==> config.mk <==
export PLATFORM = sky130hd
export DESIGN_NAME = rotate_scheduler_flat
export DESIGN_NICKNAME = d
export VERILOG_FILES = /design/src/rtl/rotate_scheduler_pkg.sv /design/src/rtl/rotate_scheduler_if.sv /design/src/rtl/rotate.sv /design/src/rtl/rotate_scheduler_rr_arbiter.sv /design/src/rtl/rotate_scheduler.sv /design/src/flat_wrapper.sv
export SDC_FILE = /design/constraint.sdc
export NUM_CORES = 1
export LEC_CHECK = 0
export ABC_AREA = 1
export CORE_MARGIN = 2
export CORE_UTILIZATION = 30
export CTS_CLUSTER_SIZE = 28
export DETAILED_ROUTE_END_ITERATION = 8
export GPL_TIMING_DRIVEN = 0
export PLACE_DENSITY_LB_ADDON = 0.2
export SYNTH_ARGS = -nofsm -noshare
export SYNTH_HDL_FRONTEND = slang
export SYNTH_SLANG_ARGS = --single-unit
export TNS_END_PERCENT = 20
==> constraint.sdc <==
create_clock -name clk -period 7 [get_ports clk]
set_clock_uncertainty 0.05 [all_clocks]
set_input_delay 1.05 -clock clk [delete_from_list [all_inputs] [get_ports clk]]
set_output_delay 1.05 -clock clk [all_outputs]
set_load 0.03 [all_outputs]
==> src/rtl/rotate_scheduler_pkg.sv <==
`default_nettype none
// ============================================================================
// Module   : rotate_scheduler_pkg
// Brief    : Shared types and width/pointer helpers for rotate_scheduler.
// Revision : 1.0 - initial release
// ============================================================================
package rotate_scheduler_pkg;

    typedef enum logic {
        EMPTY = 1'b0,
        FULL  = 1'b1
    } out_state_e;

    function automatic int amt_width(input int dw);
        return (dw < 2) ? 1 : $clog2(dw);
    endfunction

    function automatic int id_width(input int n);
        return (n < 2) ? 1 : $clog2(n);
    endfunction

    function automatic int next_ptr(input int k, input int n);
        return (k + 1 >= n) ? 0 : k + 1;
    endfunction

endpackage
`default_nettype wire

==> src/rtl/rotate_scheduler_if.sv <==
`default_nettype none
// ============================================================================
// Module   : rotate_scheduler_if
// Brief    : Requester and consumer handshake bundle for rotate_scheduler.
// Revision : 1.0 - initial release
// ============================================================================
interface rotate_scheduler_if
    import rotate_scheduler_pkg::*;
#(
    parameter int DATA_WIDTH = 8,
    parameter int NUM_REQ    = 4
) ();
    localparam int AMT_WIDTH = amt_width(DATA_WIDTH);
    localparam int ID_WIDTH  = id_width(NUM_REQ);

    logic [NUM_REQ-1:0]                 i_valid;
    logic [NUM_REQ-1:0]                 o_ready;
    logic [NUM_REQ-1:0][DATA_WIDTH-1:0] i_data;
    logic [NUM_REQ-1:0][AMT_WIDTH-1:0]  i_amt;
    logic                               o_valid;
    logic                               i_ready;
    logic [DATA_WIDTH-1:0]              o_data;
    logic [ID_WIDTH-1:0]                o_id;

    modport slave (
        input  i_valid, i_data, i_amt, i_ready,
        output o_ready, o_valid, o_data, o_id
    );

    modport master (
        output i_valid, i_data, i_amt, i_ready,
        input  o_ready, o_valid, o_data, o_id
    );
endinterface
`default_nettype wire

==> src/rtl/rotate.sv <==
`default_nettype none
// ============================================================================
// Module   : rotate
// Brief    : Combinational left rotate; amounts wrap modulo DATA_WIDTH.
// Revision : 1.0 - initial release
// ============================================================================
module rotate
    import rotate_scheduler_pkg::*;
#(
    parameter int DATA_WIDTH = 8
) (
    input  logic [DATA_WIDTH-1:0]            data_i,
    input  logic [amt_width(DATA_WIDTH)-1:0] amt_i,
    output logic [DATA_WIDTH-1:0]            data_o
);
    int w_sh;

    // A zero shift makes the right-shift term DATA_WIDTH wide, which yields 0.
    assign w_sh   = int'(amt_i) % DATA_WIDTH;
    assign data_o = (data_i << w_sh) | (data_i >> (DATA_WIDTH - w_sh));
endmodule
`default_nettype wire

==> src/rtl/rotate_scheduler_rr_arbiter.sv <==
`default_nettype none
// ============================================================================
// Module   : rr_arbiter
// Brief    : Combinational round-robin arbiter, search starts at ptr_i.
// Revision : 1.0 - initial release
// ============================================================================
module rr_arbiter
    import rotate_scheduler_pkg::*;
#(
    parameter int NUM_REQ = 4
) (
    input  logic [NUM_REQ-1:0]           req_i,
    input  logic [id_width(NUM_REQ)-1:0] ptr_i,
    output logic [NUM_REQ-1:0]           grant_o
);
    localparam int ID_WIDTH = id_width(NUM_REQ);

    logic w_found;
    int   w_idx;

    always_comb begin
        grant_o = '0;
        w_found = 1'b0;
        w_idx   = 0;
        for (int i = 0; i < NUM_REQ; i++) begin
            w_idx = (int'(ptr_i) + i) % NUM_REQ;
            if (!w_found && req_i[w_idx[ID_WIDTH-1:0]]) begin
                grant_o[w_idx[ID_WIDTH-1:0]] = 1'b1;
                w_found                      = 1'b1;
            end
        end
    end
endmodule
`default_nettype wire

==> src/rtl/rotate_scheduler.sv <==
`default_nettype none
// ============================================================================
// Module   : rotate_scheduler
// Brief    : Round-robin sharing of one rotate datapath with a registered
//            one-entry output stage tagged with the requester index.
// Revision : 1.0 - initial release
// ============================================================================
module rotate_scheduler
    import rotate_scheduler_pkg::*;
#(
    parameter int DATA_WIDTH = 8,
    parameter int NUM_REQ    = 4
) (
    input  logic              clk,
    input  logic              areset,
    rotate_scheduler_if.slave bus
);
    localparam int AMT_WIDTH = amt_width(DATA_WIDTH);
    localparam int ID_WIDTH  = id_width(NUM_REQ);

    out_state_e            state_q, state_d;
    logic [DATA_WIDTH-1:0] data_q, data_d;
    logic [ID_WIDTH-1:0]   id_q, id_d;
    logic [ID_WIDTH-1:0]   ptr_q, ptr_d;

    logic [NUM_REQ-1:0]    w_grant;
    logic [NUM_REQ-1:0]    w_ready;
    logic                  w_load_en;
    logic                  w_xfer;
    logic [ID_WIDTH-1:0]   w_gnt_id;
    logic [DATA_WIDTH-1:0] w_sel_data;
    logic [AMT_WIDTH-1:0]  w_sel_amt;
    logic [DATA_WIDTH-1:0] w_rot;

    rr_arbiter #(.NUM_REQ(NUM_REQ)) u_arb (
        .req_i   (bus.i_valid),
        .ptr_i   (ptr_q),
        .grant_o (w_grant)
    );

    // Ready is gated by reset so no requester sees an accept while in reset.
    assign w_load_en = (state_q == EMPTY) || bus.i_ready;
    assign w_ready   = w_grant & {NUM_REQ{w_load_en && !areset}};
    assign w_xfer    = |w_ready;

    always_comb begin
        w_gnt_id = '0;
        for (int i = 0; i < NUM_REQ; i++) begin
            if (w_grant[i]) w_gnt_id = ID_WIDTH'(i);
        end
        w_sel_data = bus.i_data[w_gnt_id];
        w_sel_amt  = bus.i_amt[w_gnt_id];
    end

    rotate #(.DATA_WIDTH(DATA_WIDTH)) u_rot (
        .data_i (w_sel_data),
        .amt_i  (w_sel_amt),
        .data_o (w_rot)
    );

    always_ff @(posedge clk or posedge areset) begin
        if (areset) begin
            state_q <= EMPTY;
            data_q  <= '0;
            id_q    <= '0;
            ptr_q   <= '0;
        end else begin
            state_q <= state_d;
            data_q  <= data_d;
            id_q    <= id_d;
            ptr_q   <= ptr_d;
        end
    end

    always_comb begin
        state_d = state_q;
        data_d  = data_q;
        id_d    = id_q;
        ptr_d   = ptr_q;
        case (state_q)
            EMPTY:   if (w_xfer) state_d = FULL;
            FULL:    if (bus.i_ready && !w_xfer) state_d = EMPTY;
            default: state_d = EMPTY;
        endcase
        if (w_xfer) begin
            data_d = w_rot;
            id_d   = w_gnt_id;
            ptr_d  = ID_WIDTH'(next_ptr(int'(w_gnt_id), NUM_REQ));
        end
    end

    assign bus.o_ready = w_ready;
    assign bus.o_valid = (state_q == FULL);
    assign bus.o_data  = data_q;
    assign bus.o_id    = id_q;
endmodule
`default_nettype wire

==> src/flat_wrapper.sv <==
// flat-port wrapper written by rule: the top's interface ports become plain ports
module rotate_scheduler_flat import rotate_scheduler_pkg::*;
#(
    parameter int DATA_WIDTH = 8,
    parameter int NUM_REQ    = 4
)
  (clk, areset, bus_i_valid, bus_i_data, bus_i_amt, bus_i_ready, bus_o_ready, bus_o_valid, bus_o_data, bus_o_id);
  rotate_scheduler_if #(.DATA_WIDTH(DATA_WIDTH), .NUM_REQ(NUM_REQ)) bus_i ();
  input  logic clk;
  input  logic areset;
  input wire logic [$bits(bus_i.i_valid)-1:0] bus_i_valid;
  input wire logic [$bits(bus_i.i_data)-1:0] bus_i_data;
  input wire logic [$bits(bus_i.i_amt)-1:0] bus_i_amt;
  input wire logic [$bits(bus_i.i_ready)-1:0] bus_i_ready;
  output wire logic [$bits(bus_i.o_ready)-1:0] bus_o_ready;
  output wire logic [$bits(bus_i.o_valid)-1:0] bus_o_valid;
  output wire logic [$bits(bus_i.o_data)-1:0] bus_o_data;
  output wire logic [$bits(bus_i.o_id)-1:0] bus_o_id;
  assign bus_i.i_valid = bus_i_valid;
  assign bus_i.i_data = bus_i_data;
  assign bus_i.i_amt = bus_i_amt;
  assign bus_i.i_ready = bus_i_ready;
  assign bus_o_ready = bus_i.o_ready;
  assign bus_o_valid = bus_i.o_valid;
  assign bus_o_data = bus_i.o_data;
  assign bus_o_id = bus_i.o_id;
  rotate_scheduler #(.DATA_WIDTH(DATA_WIDTH), .NUM_REQ(NUM_REQ)) u_core (.clk(clk), .areset(areset), .bus(bus_i));
endmodule
==> flow_summary.toml <==
[outcome]
status = "finished clean"

[drt]
routed_wirelength_um = 6470
firstDrtPassIters = 4
drc = 0
drt_iter0_markers = 144
vias = 2325
vias_per_cell = 4.77
wire_per_inst_um = 13.3
ant_nets = 0

[synthesis]
synth.distinct_cells = 32
synth_largest_area_cell = "nand2_1"
synth_area_leaders = "nand2_1 21%, dfrtp_1 16%, nand3_1 15%, ha_1 4.9%, nand2_4 4.4%"
syn_nets = 397
synth.avg_cell_area_um2 = 6.02
yosysWarnings = 0
synth-seq-cells = 13
syn_area_mm2 = 0.00204
ys_seq_area_share_pct = 16.0
synthCells = 338
synth_top_area_share_pct = 21.2

[clocking]
cts_tree = "built"
numCtsBuffers = 3
post_cts_resized = 0
h-tree-depth = 1
cts_hold_buf = 0
cts.sinks = 13
clock_latency_ns = 0.24
clockBufferDepth = 2
clkTransAtPathRegs_ns = 0.06
postCtsSetupRepairBufs = 0
cts-root-buf = "clkbuf_8"

[final_layout]
final-seq-area_um2 = 325
diodes = 0
final_cell_mix = "115 x nand2_1, 65 x clkdlybuf4s50_1, 63 x nand3_1, 21 x inv_1, 21 x nor2_1"
finalNetCount = 467
multi_input_area_mm2 = 0.00150
area_growth_pct = 39.1
drive_above_1_share_pct = 14.3
fill_cells = 719
layout_commonest_cell = "nand2_1"

[timing]
slew_violations = 0
rsz0062_at_grt = "false"
setup_viol = 0
tightestPinTransition_ns = 0.569
fmax_mhz = 225
tns_ns = 0
fin_crit_sh_pct = 63.5
fin_crit_ns = 4.45
maxSlewHeadroom_pct = 61.7
hold_violations = 0

[global_routing]
grt_pass1_vias = 2241
antenna_found_initial = 0
grt_overflow = 0
grt_pass1_wl_um = 10700
grt_usage_pct = 17.6
grt_max_degree = 15

[setup_path]
cp-start-kind = "input pin"
cp_top_family = "buffers and inverters"
crit_buf_inv = 3
slowest_delay_ns = 0.70
end_kind = "output pin"
worstPathRequired_ns = 5.90
slowest_stage = "clkdlybuf4s50_1"
path_class = "input pin to output pin"
worst_ep_arrival_time_ns = 3.35
crit_chain = "clkdlybuf4s50_1, nand2_1, nand3_1, nand2_4, nand2_4, nor2_4, nand2_1, nand2_2, nor2_4, buf_4, nor2_1, clkdlybuf4s50_1"
path_max_fanout = 10

[place]
dp_hpwl_um = 5180
place.gp.congestion = 0.897
io_buffers = 65

[job]
drv_cap = 0

[floorplanning]
fp.dieH_um = 86.4
num_io_pins = 66
core_mm2 = 0.00668
initial_utilization_pct = 30.5
dieWidth_um = 86.4
dieArea_mm2 = 0.00746
rows = 30

[min_path]
hold_class = "register to register"
[cell families (layout without fill, tap and decap cells)]
group | after synthesis | after routing | share of synthesized area, %
AO/OA/AOI/OAI | 37 | 37 | 10.6
adder cells (fa/ha/maj) | 8 | 8 | 4.92
buffers and inverters | 40 | 109 | 10.2
flip-flops | 13 | 13 | 16.0
AND/OR/NAND/NOR | 240 | 240 | 58.3
[sequential cells by signal, summed over array words and instances (netlist names)]
| name | flops |
|---|---|
| u_core.bus.o_valid | 1 |
| u_core.ptr_q | 2 |
| u_core.bus.o_id | 2 |
| u_core.bus.o_data | 8 |
[metal layers]
metal	part of all wire (%)	wire length (um)	track usage [%]
met1	51	3310	25.7
met2	43	2780	28.7
met3	5.0	323	1.14
met4	0.85	55	3.55
met5	0	0	0
[layout make-up]
cell class,count,area share [%]
plain buffers,10,3.27
clock buffers,4,1.59
inverters,30,4.07
multi-input cells,285,53.1
flip-flops and latches,13,11.5
well taps,80,3.54
repair buffers,65,23.0
[Yosys cell counts, drive strengths merged]
| master | n |
|---|---|
| nand3b | 1 |
| o31ai | 2 |
| nand2 | 137 |
| o21ai | 15 |
| o21bai | 1 |
| clkinv | 3 |
| inv | 27 |
| or2 | 3 |
| nor2 | 27 |
| nand4 | 3 |
| nor3 | 3 |
| nand3 | 66 |
| ha | 8 |
| a21boi | 6 |
| dfrtp | 13 |
| buf | 10 |
| a21oi | 13 |
[worst min-delay path, delay by kind of cell (launching register included)]
family,cells,cell delay [ns]
AND/OR/NAND/NOR,2,0.12
flip-flops,1,0.34
[path summary, 6_finish.rpt]
check / slack [ns] / cells past startpoint / start / to
min: 0.44 / 2 / u_core.bus.o_data[6] / u_core.bus.o_data[6]
max reg2reg: 3.07 / 24 / u_core.ptr_q[0] / u_core.bus.o_data[5]
min in group asynchronous: 1.08 / 2 / areset / u_core.bus.o_data[4]
max: 2.55 / 12 / bus_i_valid[1] / bus_o_ready[2]
max in group asynchronous: 5.48 / 2 / areset / u_core.bus.o_data[5]
min reg2reg: 0.44 / 2 / u_core.bus.o_data[6] / u_core.bus.o_data[6]
[metrics by stage]
stage / utilization [%] / cell area (um^2) / instances / hold WS [ns] / worst slack, ns
after detailed placement: 41.7 / 2790 / 483 / 0.414 / 2.56
final: 42.4 / 2830 / 487 / 0.436 / 2.55
after global routing: 42.4 / 2830 / 487 / 0.463 / 2.40
after CTS: 42.4 / 2830 / 487 / 0.440 / 2.54
after floorplan: - / 2040 / 338 / 0.546 / 3.56
after global placement: 41.7 / 2790 / 483 / 0.406 / 2.56
Power is not shown: default switching activity piles up to over one toggle a cycle in this logic, so the estimate is an artifact.
